$ cat src/rtl/alarm_sequencer.sv
// alarm_sequencer: alarm-time registers, set/arm/ring/snooze control FSM for the timekeeper.
module alarm_sequencer #(
    parameter int HW           = 2,
    parameter int MW           = 3,
    parameter int RING_TIMEOUT = 8,
    parameter int SNOOZE_TICKS = 4,
    parameter int MAX_SNOOZE   = 3,
    parameter int CW           = 4
) (
    input  logic          clk,
    input  logic          reset,
    input  logic          tick,
    input  logic [HW-1:0] cur_hours,
    input  logic [MW-1:0] cur_minutes,
    input  logic          btn_set,
    input  logic          btn_inc,
    input  logic          btn_snooze,
    input  logic          btn_off,
    output logic [HW-1:0] alarm_hours,
    output logic [MW-1:0] alarm_minutes,
    output logic          buzzer,
    output logic          armed,
    output logic [2:0]    state,
    output logic [1:0]    snooze_cnt
);
    typedef enum logic [2:0] {
        IDLE    = 3'd0,
        SET_H   = 3'd1,
        SET_M   = 3'd2,
        ARMED   = 3'd3,
        RINGING = 3'd4,
        SNOOZE  = 3'd5
    } state_e;

    state_e        state_q, state_d;
    logic [HW-1:0] hours_q, hours_d;
    logic [MW-1:0] minutes_q, minutes_d;
    logic [CW-1:0] ring_q, ring_d, snz_q, snz_d;
    logic [1:0]    sc_q, sc_d;
    logic          buzzer_q, buzzer_d, armed_q, armed_d, match_q, match;

    assign match = (cur_hours == hours_q) && (cur_minutes == minutes_q);

    always_comb begin
        state_d   = state_q;
        hours_d   = hours_q;
        minutes_d = minutes_q;
        ring_d    = ring_q;
        snz_d     = snz_q;
        sc_d      = sc_q;
        case (state_q)
            IDLE: if (btn_set) state_d = SET_H;
            SET_H: begin
                if (btn_off) state_d = IDLE;
                else if (btn_set) state_d = SET_M;
                else if (btn_inc) hours_d = hours_q + 1'b1;
            end
            SET_M: begin
                if (btn_off) state_d = IDLE;
                else if (btn_set) state_d = ARMED;
                else if (btn_inc) minutes_d = minutes_q + 1'b1;
            end
            ARMED: begin
                if (btn_off) state_d = IDLE;
                else if (btn_set) state_d = SET_H;
                else if (match && !match_q) begin
                    state_d = RINGING;
                    ring_d  = '0;
                    sc_d    = '0;
                end
            end
            RINGING: begin
                if (btn_off) state_d = ARMED;
                else if (btn_snooze && sc_q < 2'(MAX_SNOOZE)) begin
                    state_d = SNOOZE;
                    sc_d    = sc_q + 1'b1;
                    snz_d   = '0;
                end else if (tick) begin
                    ring_d  = ring_q + 1'b1;
                    state_d = (ring_q == CW'(RING_TIMEOUT - 1)) ? ARMED : RINGING;
                end
            end
            SNOOZE: begin
                if (btn_off) state_d = ARMED;
                else if (tick && snz_q == CW'(SNOOZE_TICKS - 1)) begin
                    state_d = RINGING;
                    ring_d  = '0;
                end else if (tick) snz_d = snz_q + 1'b1;
            end
            default: state_d = IDLE;
        endcase
        // Decoded from the next state so the registered flags line up with state.
        buzzer_d = state_d == RINGING;
        armed_d  = state_d == ARMED || state_d == RINGING || state_d == SNOOZE;
    end

    always_ff @(posedge clk or posedge reset) begin
        if (reset) begin
            state_q   <= IDLE;
            hours_q   <= '0;
            minutes_q <= '0;
            ring_q    <= '0;
            snz_q     <= '0;
            sc_q      <= '0;
            buzzer_q  <= 1'b0;
            armed_q   <= 1'b0;
            match_q   <= 1'b0;
        end else begin
            state_q   <= state_d;
            hours_q   <= hours_d;
            minutes_q <= minutes_d;
            ring_q    <= ring_d;
            snz_q     <= snz_d;
            sc_q      <= sc_d;
            buzzer_q  <= buzzer_d;
            armed_q   <= armed_d;
            match_q   <= match;
        end
    end

    assign alarm_hours   = hours_q;
    assign alarm_minutes = minutes_q;
    assign buzzer        = buzzer_q;
    assign armed         = armed_q;
    assign state         = state_q;
    assign snooze_cnt    = sc_q;
endmodule

$ cat config.mk
export PLATFORM = sky130hd
export DESIGN_NAME = alarm_sequencer
export DESIGN_NICKNAME = d
export VERILOG_FILES = /design/src/rtl/alarm_sequencer.sv
export SDC_FILE = /design/constraint.sdc
export NUM_CORES = 1
export LEC_CHECK = 0
export BUFFER_PORTS_ARGS = -buffer_cell sky130_fd_sc_hd__buf_2
export CORE_ASPECT_RATIO = 0.6
export CORE_UTILIZATION = 51
export CTS_BUF_LIST = sky130_fd_sc_hd__clkbuf_8
export CTS_CLUSTER_SIZE = 24
export DETAILED_ROUTE_END_ITERATION = 7
export GPL_ROUTABILITY_DRIVEN = 0
export PLACE_DENSITY = 0.77
export SLEW_MARGIN = 0
export SYNTH_ARGS = -nofsm -noshare
export SYNTH_HDL_FRONTEND = slang
export SYNTH_SLANG_ARGS = --single-unit
$ cat constraint.sdc
create_clock -name clk -period 1.6 [get_ports clk]
set_input_delay 0.08 -clock clk [delete_from_list [all_inputs] [get_ports clk]]
set_output_delay 0.08 -clock clk [all_outputs]
set_load 0.005 [all_outputs]
* Word-level counts from Yosys, hierarchy flattened
Cells that the tools add are included. W data, S select, Z words.
Storage, ports and cells: bits in registers 21, input bits 12
Operators by class: add/subtract/negate cells 5, magnitude comparators 1, equal/unequal tests 23, multiplexer cells 36, bitwise gates (word level) 2, reduce and logical (&&, ||, !) cells 16
Operators with widths (count):
- $mux W4 | 13
- $mux W3 | 14
- $ne A2 B2 Y1 const B | 11
- $pmux W3 S6 | 1
- $eq A3 B3 Y1 const B | 4
- $pmux W4 S3 | 1
- $reduce_and A6 Y1 | 2
- $mux W2 | 5
- $eq A3 B2 Y1 const B | 3
- $reduce_and A9 Y1 | 1
- $add A4 B1 Y4 const B | 2
- $pmux W4 S2 | 1
- $reduce_and A4 Y1 | 2
- $add A2 B1 Y2 const B | 2
- $eq A4 B2 Y1 const B | 1
- $eq A4 B3 Y1 const B | 1
- $logic_and A1 B1 Y1 | 4
- $pmux W2 S2 | 1
- $reduce_bool A2 Y1 | 2
- $add A3 B1 Y3 const B | 1
- $eq A3 B1 Y1 const B | 1
- $eq A3 B3 Y1 | 1
- $logic_not A3 Y1 | 1
- $reduce_bool A3 Y1 | 1
- other kinds (5) | 7

* Logic depth before layout (Yosys ltp)
word-level depth 10, gate-level depth with buffers 6, gate-level depth less buffers 6

* Worst setup path before layout
No wires, ideal clock.
path type register to register, from register state_q[2] (netlist: state[2]), to register minutes_q[1] (netlist: alarm_minutes[1]), setup time 125 ps, data arrival time 1543 ps, required time 1475 ps, path slack -68 ps, cell stages (with the launch flop) 4, buffers on the path 0, period minus slack after synthesis 1668 ps, path through dfrtp_1 > or2_4 > or4b_4 > mux2_4
On the way: cells in the longest elaborated chain, start to end 2
RTL lines:
- start: declaration | RTL line 35 | state_e state_q, state_d;
- start signal: assignment | RTL line 109 | state_q <= state_d;
- $eq A3 B2 Y1 | RTL line 51 | case (state_q)
- $reduce_and A4 Y1 (no source line)
- end signal: assignment | RTL line 111 | minutes_q <= minutes_d;
- end: declaration | RTL line 37 | logic [MW-1:0] minutes_q, minutes_d;
No other way between the ends. A chain may end at the register's enable or synchronous reset.

* Final worst setup path
from register snz_q[0], to register ring_q[3]
On the way: cells in the longest elaborated chain, start to end 4
RTL lines:
- start: declaration | RTL line 38 | logic [CW-1:0] ring_q, ring_d, snz_q, snz_d;
- start signal: assignment | RTL line 113 | snz_q <= snz_d;
- $eq A4 B2 Y1 | RTL line 85 | else if (tick && snz_q == CW'(SNOOZE_TICKS - 1)) begin
- $logic_and A1 B1 Y1 | RTL line 85
- $ne A2 B2 Y1 (no source line)
- $reduce_and A9 Y1 (no source line)
- end signal: assignment | RTL line 112 | ring_q <= ring_d;
- end: declaration | RTL line 38
No other way between the ends.

==> flow_metrics.py <==
metrics = {
    "placement": {
        "hpwl_um": 2387,
        "dp_cells": 202,
        "dp_slack_ns": -0.07578,
        "portBuffers": 23,
    },
    "cts": {
        "cts_tree": "done",
        "clk_pin_slew_ns": 0.08,
        "clock-root-buffer": "clkbuf_8",
        "clk-insertion-delay-late_ns": 0.26,
        "cts_buffers": 3,
        "numClockSinks": 21,
        "htreeDepth": 1,
        "cts_buffer_depth": 2,
    },
    "logic_synthesis": {
        "synthArstFlopShare_pct": 100.0,
        "synth.avg_cell_area_um2": 9.464,
        "syn_area_um2": 1259,
        "yosysSeqAreaShare_pct": 41.75,
        "yosys_warnings": 0,
        "ys.flop_type": "dfrtp_1",
        "ys_ff_latch": 21,
        "synth_nets": 149,
        "netlist-cell-type-count": 45,
        "synth_cells": 133,
        "synth_edf_count": 0,
    },
    "cells_and_area": {
        "layout-drive-gt1-share_pct": 46.35,
        "antenna_cells": 0,
        "fin_cells": 222,
        "fill_cells": 141,
        "area_growth_pct": 41.85,
        "fin_nets": 209,
    },
    "sta": {
        "setup_viol": 6,
        "min_period_ns": 1.644,
        "min_period_over_period_pct": 102.8,
        "hold_violations": 0,
        "worst_slack_ns": -0.04434,
        "drv_slew": 0,
        "fin_skew_ns": 0.006140,
        "max_freq_ghz": 0.6081,
        "hold_ws_ns": 0.2638,
        "tightest_slew_ns": 0.5268,
        "slew_headroom_pct": 64.84,
        "rsz0062_at_grt": "yes",
    },
    "routing": {
        "wire_per_inst_um": 15.92,
        "num_vias": 1254,
        "viasPerCell": 5.649,
        "drtIter0Drc": 123,
        "wl_um": 3534,
        "drtAntennaViolNets": 0,
        "dr.pass1.iters": 4,
        "drcViolationCount": 0,
    },
    "worst_setup_path": {
        "crit_path_start": "snz_q[0]",
        "worstSetupPathType": "register to register",
        "critPathCaptureType": "register",
        "worstPathCellList": "ha_2 > and4bb_2 > a22o_1 > nand2_2 > or3_4 > o31ai_2",
        "cp.arrival_ns": 1.83,
        "slowest_delay_ns": 0.36,
        "cpMaxStageDelayCell": "dfrtp_1",
        "crit_path_start_kind": "register",
        "crit_required_ns": 1.78,
        "r2r_start": "snz_q[0]",
        "worstPathMaxFanout": 3,
    },
    "floorplan": {
        "core_area_um2": 2245,
        "placementRows": 13,
        "die_h_um": 40.48,
        "die_area_um2": 2677,
        "start_util_pct": 56.08,
        "chipWidth_um": 66.14,
        "ios": 24,
    },
    "run": {
        "cap_violations": 0,
    },
    "global_routing": {
        "grt_max_degree": 15,
        "grt_pass1_wl_um": 5299,
        "gr-usage-all-layers_pct": 28.10,
        "antenna_found_initial": 0,
        "grt_overflow": 0,
        "grt_pass1_vias": 1144,
    },
    "worst_hold_path": {
        "hold_class": "input pin to register",
        "min-delay-start": "btn_inc",
    },
    "pwr": {
        "irDropWorstVdd_v": 0.0007489,
        "p_leak_uw": 0.0008847,
        "powerDensity_nw_per_um2": 956.6,
    },
    "outcome": {
        "violations": "negative setup slack",
        "status": "complete, but fails checks",
    },
}
sequential cells by signal, indices dropped and copies added (netlist names), 2 cells and up:
| signal | cells |
|---|---|
| state | 3 |
| snooze_cnt | 2 |
| ring_q | 4 |
| alarm_hours | 2 |
| alarm_minutes | 3 |
| snz_q | 4 |
through the flow:
stage	utilization (%)	cell area (um2)	power, uW	setup TNS, ns
after global routing	79.54	1785	1804	-0.9105
after global placement	68.67	1541	1235	0
after detailed placement	68.67	1541	1261	-0.3097
after CTS	74.97	1683	1649	-0.05622
final	79.54	1785	1708	-0.09287
after floorplan	-	1270	996.1	-0.06317
cells in the mapped netlist (all sizes together), types with 2 or more instances:
cell,number,area [um2]
dfrtp,21,525.5
nand3,7,35.03
ha,4,50.05
a21oi,3,15.01
nor2,8,32.54
nand3b,2,15.01
xnor2,2,17.52
inv,9,33.78
or2,2,15.02
o211ai,3,22.52
a31oi,2,12.51
a31o,2,17.52
buf,3,23.77
a21o,3,22.52
nand2b,6,37.54
nor3,6,35.03
xor2,7,61.31
and2,2,12.51
o22ai,2,12.51
nand4b,2,17.52
nor2b,3,18.77
nand2,12,45.04
o21ai,6,30.02
area by class of cell:
cell class / count / area [um2] / share of cell area, %
multi-input combinational: 100 / 755.7 / 42.33
clock inverter: 1 / 5.005 / 0.2803
tap: 30 / 37.54 / 2.102
timing repair buffer: 58 / 384.1 / 21.51
clock buffer: 3 / 41.29 / 2.313
inverter: 9 / 33.78 / 1.892
sequential: 21 / 528.0 / 29.57
timing repair:
action / in CTS / in global routing
resized for setup: 8 / 9
pin swaps: 10 / 5
hold buffers: 1 / 0
endpoints found under the setup margin: 9 / 15
hold endpoints to repair: 13 / 0
buffers inserted: 7 / 8
critical path, delay by kind of cell (launching register included):
kind | cells | cell delay [ns]
simple gates | 3 | 0.68
fa+ha+maj | 1 | 0.19
compound gates | 2 | 0.33
flops | 1 | 0.36
worst paths after layout:
kind / endpoint / slack (ns) / cells after the start
worst max-delay path: ring_q[3] / -0.04 / 6
min in group asynchronous: alarm_minutes[2] / 0.40 / 3
worst min-delay path: alarm_hours[1] / 0.26 / 5
worst max register to register: ring_q[3] / -0.04 / 6
max in group asynchronous: snz_q[1] / 0.66 / 4
worst min register to register: ring_q[3] / 0.54 / 1
cells by family after synthesis:
logic type	after synthesis	synth area share, %
compound gates	27	15.21
xor+xnor	9	6.263
fa+ha+maj	4	3.976
buf+inv	12	4.572
flops	21	41.75
mux	2	1.988
simple gates	58	26.24
cells in the final DEF (no fill, tap or decap), types with 2 or more instances in the layout:
cell type / n
buf_4: 33
buf_2: 23
dfrtp_1: 19
nand2_1: 10
inv_1: 9
xor2_1: 7
nand2b_1: 6
nand3_1: 6
nor2_1: 5
nor3_2: 4
o21ai_0: 4
nor2b_1: 3
a21o_1: 3
o211ai_1: 3
nor2_2: 3
a21oi_1: 3
clkbuf_8: 3
nor3_1: 2
xnor2_1: 2
nand4b_1: 2
a31o_2: 2
nand3b_1: 2
and2_1: 2
o21ai_1: 2
ha_1: 2
dfrtp_2: 2
layer usage:
| metal | GRT usage, % | part of all wire (%) | wire (um) |
|---|---|---|---|
| met3 | 7.955 | 6.6 | 234 |
| met5 | 0 | 0 | 0 |
| met4 | 9.574 | 1.9 | 68 |
| met1 | 37.74 | 44 | 1566 |
| met2 | 44.39 | 47 | 1665 |
power by group:
group          internal [uW]  switching, uW
clock                    174            173
combinational            336            305
sequential               613            107
total                   1120            585
Power figures use the tool's default switching activity.
